## src/rtl/bus_pkg.sv

```systemverilog
// Shared definitions for the bus-attached counter: default width, the
// default data type and the next-count/rollover rule used by the core.
package bus_pkg;

   localparam int DATA_W_DEF = 8;

   typedef logic [DATA_W_DEF-1:0] data_t;

   // Result of one clock step: the next count (masked to the active width)
   // and whether this step rolled the count over to zero.
   typedef struct packed {
      logic [31:0] cnt;
      logic        wrap;
   } step_t;

   // Next count and rollover flag for a counter of 'width' bits (1..32).
   // An enable that is not a clean 1 takes the else branch, so X/Z holds.
   function automatic step_t next_count(input logic [31:0] cnt,
                                        input int unsigned width,
                                        input logic        en);
      step_t       r;
      logic [31:0] mask;
      mask   = (width >= 32) ? 32'hFFFF_FFFF : ((32'd1 << width) - 32'd1);
      r.cnt  = cnt & mask;
      r.wrap = 1'b0;
      if (en) begin
         r.wrap = ((cnt & mask) == mask);
         r.cnt  = (cnt + 32'd1) & mask;
      end
      return r;
   endfunction

endpackage

```

## src/rtl/bus_if.sv

```systemverilog
// Bus carrying the counter's control inputs and published outputs.
// The clock enters as an interface port; everything else is a variable.
interface bus_if #(parameter int DATA_W = 8) (input logic clk);

   logic              rst;
   logic              enable;
   logic [DATA_W-1:0] data;
   logic              wrap;

   modport DUT (
      input  clk,
      input  rst,
      input  enable,
      output data,
      output wrap
   );

   modport TB (
      input  clk,
      output rst,
      output enable,
      input  data,
      input  wrap
   );

endinterface

```

## src/rtl/bus_counter_core.sv

```systemverilog
// Enable-gated up-counter with a one-cycle rollover pulse. Both outputs
// are registered and cleared asynchronously by rst.
module bus_counter_core
   import bus_pkg::*;
#(
   parameter int DATA_W = DATA_W_DEF
) (
   input  logic              clk,
   input  logic              rst,
   input  logic              enable,
   output logic [DATA_W-1:0] data,
   output logic              wrap
);

   logic [DATA_W-1:0] cnt_p0;
   logic              wrap_p0;
   step_t             nxt;

   // The shared step function works on 32 bits; only the low DATA_W bits
   // of its count are registered, the rest is always zero.
   logic              unused_nxt;

   // Next-state calculation from the current count and enable.
   always_comb begin
      nxt        = next_count(32'(cnt_p0), DATA_W, enable);
      unused_nxt = ^nxt;
   end

   // Count register and rollover pulse; reset clears both at once.
   always_ff @(posedge clk or posedge rst) begin
      if (rst) begin
         cnt_p0  <= '0;
         wrap_p0 <= 1'b0;
      end else begin
         cnt_p0  <= nxt.cnt[DATA_W-1:0];
         wrap_p0 <= nxt.wrap;
      end
   end

   assign data = cnt_p0;
   assign wrap = wrap_p0;

   // Simulation check: an unknown enable outside reset is a stimulus bug.
   always @(posedge clk) begin
      if (!rst) begin
         assert (!$isunknown(enable))
            else $warning("bus_counter_core: enable is X/Z outside reset");
      end
   end

endmodule

```

## src/rtl/bus_counter.sv

```systemverilog
// Bus-attached counter peripheral: unpacks the DUT modport onto the core.
module bus_counter
   import bus_pkg::*;
#(
   parameter int DATA_W = DATA_W_DEF
) (
   bus_if.DUT bus
);

   bus_counter_core #(
      .DATA_W (DATA_W)
   ) u_core (
      .clk    (bus.clk),
      .rst    (bus.rst),
      .enable (bus.enable),
      .data   (bus.data),
      .wrap   (bus.wrap)
   );

endmodule

```

## src/flat_wrapper.sv

```systemverilog
// flat-port wrapper written by rule: the top's interface ports become plain ports
module bus_counter_flat import bus_pkg::*;
#(
   parameter int DATA_W = DATA_W_DEF
)
  (clk, bus_rst, bus_enable, bus_data, bus_wrap);
  bus_if #(.DATA_W(DATA_W)) bus_i (.clk(clk));
  input wire logic clk;
  input wire logic [$bits(bus_i.rst)-1:0] bus_rst;
  input wire logic [$bits(bus_i.enable)-1:0] bus_enable;
  output wire logic [$bits(bus_i.data)-1:0] bus_data;
  output wire logic [$bits(bus_i.wrap)-1:0] bus_wrap;
  assign bus_i.rst = bus_rst;
  assign bus_i.enable = bus_enable;
  assign bus_data = bus_i.data;
  assign bus_wrap = bus_i.wrap;
  bus_counter #(.DATA_W(DATA_W)) u_core (.bus(bus_i));
endmodule
```

## config.mk

```make
export PLATFORM = sky130hd
export DESIGN_NAME = bus_counter_flat
export DESIGN_NICKNAME = d
export VERILOG_FILES = /design/src/rtl/bus_pkg.sv /design/src/rtl/bus_if.sv /design/src/rtl/bus_counter_core.sv /design/src/rtl/bus_counter.sv /design/src/flat_wrapper.sv
export SDC_FILE = /design/constraint.sdc
export NUM_CORES = 1
export LEC_CHECK = 0
export CAP_MARGIN = 20
export CORE_AREA = 5 5 42 44
export DETAILED_ROUTE_END_ITERATION = 10
export DIE_AREA = 0 0 47 49
export PLACE_DENSITY = 0.6
export SKIP_LAST_GASP = 1
export SLEW_MARGIN = 20
export SYNTH_ARGS = -nofsm -noshare
export SYNTH_HDL_FRONTEND = slang
export SYNTH_SLANG_ARGS = --single-unit
```

## constraint.sdc

```tcl
create_clock -name clk -period 1.1 [get_ports clk]
set_input_delay 0.165 -clock clk [delete_from_list [all_inputs] [get_ports clk]]
set_output_delay 0.165 -clock clk [all_outputs]
set_load 0.02 [all_outputs]
```

# Yosys cells after proc, flatten, opt, wreduce, memory -nomap -nowiden
# Index checks and enable logic that the tools add are counted.
[classes] eq_ne=1 muxes=1 addsub=1
[ops] op="8-bit by 1-bit adder with 8-bit output, second input constant" n=1
[ops] op="8-bit == test, second input constant" n=1
[ops] op="1-bit 2-to-1 mux" n=1
[totals] inputBits=3 regBits=9 out_inout_bits=9 wordCells=5

# Logic depth before layout (Yosys ltp)
# Gate-level depths: netlist (run 1).
[depth] word_depth=2 mapped_depth=4 mapped_depth_nobuf=4

# Least setup slack after synthesis (run 1)
# OpenSTA, ideal clock, no wires.
[synth_timing] kind="register -> register" start="register u_core.u_core.cnt_p0[0], in the netlist u_core.u_core.data[0]" end="register u_core.u_core.wrap_p0, in the netlist u_core.u_core.wrap" path_stages_with_launch=5 path_slack_ns=-0.066 setup_ns=0.067 synth_period_minus_slack_ns=1.166 arrival_ns=1.099 cell_sequence="dfrtp_1 ha_1 nand3_1 nor2_1 and3_1"
[synth_lines] item="start: declaration" line="bus_counter_core.sv:15" source="logic [DATA_W-1:0] cnt_p0;"
[synth_lines] item="start signal: assignment" line="bus_counter_core.sv:35" source="cnt_p0 <= nxt.cnt[DATA_W-1:0];"
[synth_lines] item="end signal: assignment" line="bus_counter_core.sv:36" source="wrap_p0 <= nxt.wrap;"
[synth_lines] item="end: declaration" line="bus_counter_core.sv:16" source="logic wrap_p0;"

==> results of run 1 <==
[path summary, 6_finish.rpt]
check	start	to	slack, ns
max	bus_enable	u_core.u_core.data[7]	0.03
min	bus_rst	u_core.u_core.data[6]	0.17
max reg2reg	u_core.u_core.data[2]	u_core.u_core.data[7]	0.05
min reg2reg	u_core.u_core.data[7]	u_core.u_core.data[7]	0.55
max in group asynchronous	bus_rst	u_core.u_core.data[1]	0.65
min in group clk	u_core.u_core.data[7]	u_core.u_core.data[7]	0.55
[state kept, by name, indices dropped and copies added (netlist names)]
name                count
u_core.u_core.wrap      1
u_core.u_core.data      8
[power by group through the flow]
stage | sequential [µW] | clock, µW | combinational (µW)
after floorplan | 788 | 0 | 206
after global placement | 562 | 0 | 978
after detailed placement | 559 | 0 | 975
after CTS | 559 | 261 | 918
after global routing | 593 | 301 | 978
final | 560 | 248 | 896
[cell families after synthesis]
group,count (synthesis),synth area share [%]
DFF,9,59.6
adders and majority gates,1,3.31
buffers and inverters,2,1.99
xor gates and xnor gates,7,16.2
and+or+nand+nor,10,15.9
muxes,1,2.98
[worst max-delay path: cells and delay by family]
family	cells	cell delay, ns
simple gates	2	0.35
buf+inv	1	0.59
xor+xnor	1	0.14
[final cells by class]
| cell class | instances | area [µm²] |
|---|---|---|
| clock buffer | 4 | 26.3 |
| fill | 151 | 805 |
| inverter | 2 | 7.51 |
| multi-input combinational | 19 | 170 |
| sequential | 9 | 228 |
| tap | 16 | 20.0 |
| timing repair buffer | 21 | 145 |
[layer usage]
layer | vias to the layer above | part of all wire [%]
met5 | - | 0
met4 | 0 | 4.6
met3 | 4 | 9.1
met2 | 12 | 44
met1 | 140 | 42
li1 | 149 | -
[synth_stat cells (all sizes together)]
library cell	number	share of area, %
and3	1	1.7
dfrtp	9	60
ha	1	3.3
inv	2	2.0
mux2	1	3.0
nand2	2	2.0
nand3	2	2.6
nand4	2	5.0
nor2	2	2.0
nor3	1	2.6
xnor2	4	9.3
xor2	3	7.0
[per-stage QoR]
step | instances | utilization, % | hold WS (ns)
2_1_floorplan | 30 | - | -0.00722
6_report | 71 | 42.6 | 0.173
5_1_grt | 71 | 42.6 | 0.198
4_1_cts | 71 | 43.8 | 0.186
3_5_place_dp | 67 | 41.8 | 0.456
3_3_place_gp | 67 | 41.8 | 0.460
[timing repair]
action	CTS	global route
cloned	0	0
resized for setup	19	15
endpoints found under the setup margin	9	13
pin swaps	0	2
==> results.yml, run 1 <==
status:
  status: "completed"
global_route:
  grt.busiest_layer: "met1"
  grt_use_met2_pct: 10.6
  grt_max_degree: 10
  grt.total_usage_pct: 8.32
  grt_use_met1_pct: 11.6
  grt_antenna_before_repair: 0
  grt_pass1_wl_um: 1370
  met3_usage_pct: 3.69
  grt_overflow_total: 0
  grt_pass1_vias: 317
cts:
  worst_skew_pair.late_latency_ns: 0.25
  ctsLongestPathBuffers: 2
  cts_sinks: 9
  cts-buffers-inserted: 3
  root_buffer: "clkbuf_4"
  cts_max_level: 1
  path_clk_slew_ns: 0.06
  post_cts_buffers: 0
  cts_tree: "done"
  cts_hold_buf: 0
placed_design:
  dpl.hpwl_um: 580
  routabilityCongestion: 0.704
  post-place-ws_ns: -0.209
  io_buffer_count: 11
  placed_area_um2: 586
drt:
  viasPerCell: 4.30
  remaining_drc_errors: 0
  ant_nets: 0
  post_drt_wl_per_cell_um: 11.1
  vias: 305
  drt_iter0_markers: 2
  drtPass1Iterations: 2
  routed_wl_um: 787
worst_setup_path:
  cpPeakStageDelay_ns: 0.59
  crit_chain: "clkdlybuf4s50_1 -> nand4_4 -> nor3_4 -> xor2_1"
  cp_slowest_cell: "clkdlybuf4s50_1"
  cp.required_ns: 1.28
  critPathCaptureType: "register"
  critical_path_class: "in -> reg"
  cp_max_fo: 5
  reg2reg_depth: 4
  cp.arrival_ns: 1.25
  crit_path_start_kind: "input port"
pwr:
  comb_power_share_pct: 52.6
  power_per_cell_area_nw_per_um2: 2850
  p_int_uw: 1020
  seq_power_share_pct: 32.9
  power.switching_uw: 678
  max-vdd-ir-drop_v: 0.00143
  leakage_uw: 0.000287
  power.total_uw: 1700
  clkPwrFrac_pct: 14.5
  swShare_pct: 39.8
sta:
  tns_ns: 0
  report.final.slew_viol_count: 0
  rsz0062_at_grt: "true"
  fin_ws_ns: 0.0336
  worstMarginPinSlew_ns: 0.348
  max_freq_mhz: 938
  finalCriticalPeriod_ns: 1.07
  hold_viol: 0
  finalCritPeriodShare_pct: 96.9
  fin_skew_ns: 0.000842
  timing.slew.headroom_pct: 76.8
  setup_viol: 0
run:
  maxCapViolations: 0
finish:
  fin_area_um2: 597
  final_cell_mix: "buf_4, dfrtp_1, clkbuf_2"
  final_common_cell: "buf_4"
  syn_to_final_growth_pct: 57.9
  layout.nets: 60
  diodes: 0
  drive_gt1_share_pct: 52.7
yosys:
  synth_area_per_cell_um2: 12.6
  ys_ff_latch: 9
  synthCells: 30
  synth_fp_nets: 34
  yosysSeqAreaShare_pct: 59.6
  yosys_warnings: 0
  netlist_area_um2: 378
  post_synth_num_cell_types: 13
floorplan:
  rows: 14
  core_area_um2: 1400
  dieArea_um2: 2300
  initial_utilization_pct: 27.0
  dieWidth_um: 47
  pin_count: 12
  die_h_um: 49
hold_path:
  hp-class: "in -> async"
(Power assumes the default switching activity.)
==> inputs of run 2 (changes only) <==
- CELL_PAD_IN_SITES_DETAIL_PLACEMENT: unset -> 0
- CELL_PAD_IN_SITES_GLOBAL_PLACEMENT: unset -> 2
- CORE_AREA: 5 5 42 44 -> unset
- CORE_MARGIN: unset -> 5
- CORE_UTILIZATION: unset -> 26
- DIE_AREA: 0 0 47 49 -> unset
- PLACE_DENSITY: 0.6 -> 0.78
==> run 2 against run 1 <==
Net effect: sequential cell count unchanged; final cell count decreased by 1.4%; via count increased by 3.9%; setup slack improved by 0.014 ns; power decreased by 1.1%; critical endpoint is now u_core.u_core.data[1].
==> results.yml, run 2 (synthesized netlist as in run 1, its figures left out) <==
status:
  status: "completed"
sta:
  rsz0062_at_grt: "true"
  report.final.slew_viol_count: 0
  worstMarginPinSlew_ns: 0.343
  max_freq_mhz: 950
  hold_viol: 0
  tns_ns: 0
  finalCritPeriodShare_pct: 95.7
  timing.slew.headroom_pct: 77.1
  fin_ws_ns: 0.0473
  finalCriticalPeriod_ns: 1.05
  fin_skew_ns: 0.00599
  setup_viol: 0
cts:
  cts_hold_buf: 0
  path_clk_slew_ns: 0.06
  cts-buffers-inserted: 3
  cts_sinks: 9
  root_buffer: "clkbuf_4"
  cts_tree: "done"
  cts_max_level: 1
  worst_skew_pair.late_latency_ns: 0.25
  ctsLongestPathBuffers: 2
global_route:
  grt_antenna_before_repair: 0
  grt_max_degree: 10
  grt_overflow_total: 0
  grt.total_usage_pct: 9.47
  grt_pass1_wl_um: 1490
  grt_pass1_vias: 339
hold_path:
  hp-class: "in -> async"
finish:
  final_cell_mix: "buf_4, clkbuf_2, dfrtp_1"
  largest_reg_flops: 8
  post-route-util_pct: 43.5
  diodes: 0
  final_common_cell: "buf_4"
  drive_gt1_share_pct: 52.7
  layout.nets: 60
  syn_to_final_growth_pct: 53.6
worst_setup_path:
  crit_chain: "ha_4 -> mux2_2"
  cp_max_fo: 4
  critical_path_class: "reg -> reg"
  cp.required_ns: 1.24
  critPathBufInv: 0
  crit_family: "flip-flops"
  cpPeakStageDelay_ns: 0.44
  cp.arrival_ns: 1.19
  cp_slowest_cell: "dfrtp_2"
  crit_path_start_kind: "register"
  critPathCaptureType: "register"
drt:
  viasPerCell: 4.53
  post_drt_wl_per_cell_um: 11.5
  drt_iter0_markers: 6
  remaining_drc_errors: 0
  drtPass1Iterations: 4
  ant_nets: 0
  routed_wl_um: 805
  vias: 317
pwr:
  power.total_uw: 1690
  max-vdd-ir-drop_v: 0.00101
  leakage_uw: 0.000291
  power_per_cell_area_nw_per_um2: 2900
floorplan:
  dieArea_um2: 2320
  initial_utilization_pct: 28.3
  pin_count: 12
  die_h_um: 48.1
  rows: 13
  dieWidth_um: 48.1
  core_area_um2: 1330
placed_design:
  routabilityCongestion: 0.696
  post-place-ws_ns: -0.211
  io_buffer_count: 11
  dpl.hpwl_um: 630
run:
  maxCapViolations: 0
## run 2: what timing repair did
| item | 4_1_cts | 5_1_grt |
|---|---|---|
| pin swaps | 0 | 1 |
| setup endpoints to repair | 11 | 14 |
| buffers inserted | 0 | 1 |
| resized for setup | 18 | 12 |
## run 2: area by class of cell
cell class | instances | area [µm²]
clock buffer | 4 | 26.3
sequential | 9 | 228
tap | 15 | 18.8
multi-input combinational | 19 | 160
inverter | 2 | 7.51
timing repair buffer | 21 | 140
fill | 140 | 753
## run 2: power by group
group	leakage [µW]	switching [µW]	total (µW)	internal, µW
logic	0.000169	436	849	414
clock network	0.0000150	109	248	139
registers	0.000107	113	588	475
total	0.000291	657	1690	1030
## run 2: path summary, 6_finish.rpt
check	cells after the start	slack, ns	to	from
max	2	0.05	u_core.u_core.data[1]	u_core.u_core.data[1]
max reg2reg	2	0.05	u_core.u_core.data[1]	u_core.u_core.data[1]
min reg2reg	2	0.55	u_core.u_core.data[7]	u_core.u_core.data[7]
min in group clk	2	0.55	u_core.u_core.data[7]	u_core.u_core.data[7]
min	2	0.17	u_core.u_core.data[4]	bus_rst
max in group asynchronous	2	0.65	u_core.u_core.data[1]	bus_rst
## run 2: layer usage
layer | GRT usage, % | vias to the layer above | part of all wire, %
met4 | 6.45 | 0 | 0.62
met1 | 11.3 | 155 | 39
li1 | - | 149 | -
met2 | 14.8 | 11 | 50
met3 | 2.58 | 2 | 10
met5 | 0 | - | 0
## run 2: through the flow
| stage | hold WS [ns] | instance area [µm²] | std cells |
|---|---|---|---|
| floorplan | -0.00722 | 380 | 30 |
| global placement | 0.443 | 577 | 65 |
| detailed placement | 0.459 | 577 | 65 |
| CTS | 0.189 | 596 | 69 |
| global route | 0.217 | 581 | 70 |
| finish | 0.174 | 581 | 70 |
==> inputs of run 3 (changes only) <==
- ABC_AREA: unset -> 0
==> results of run 3 <==
Same layout as run 2: the final DEF is identical, and so are final timing and power.
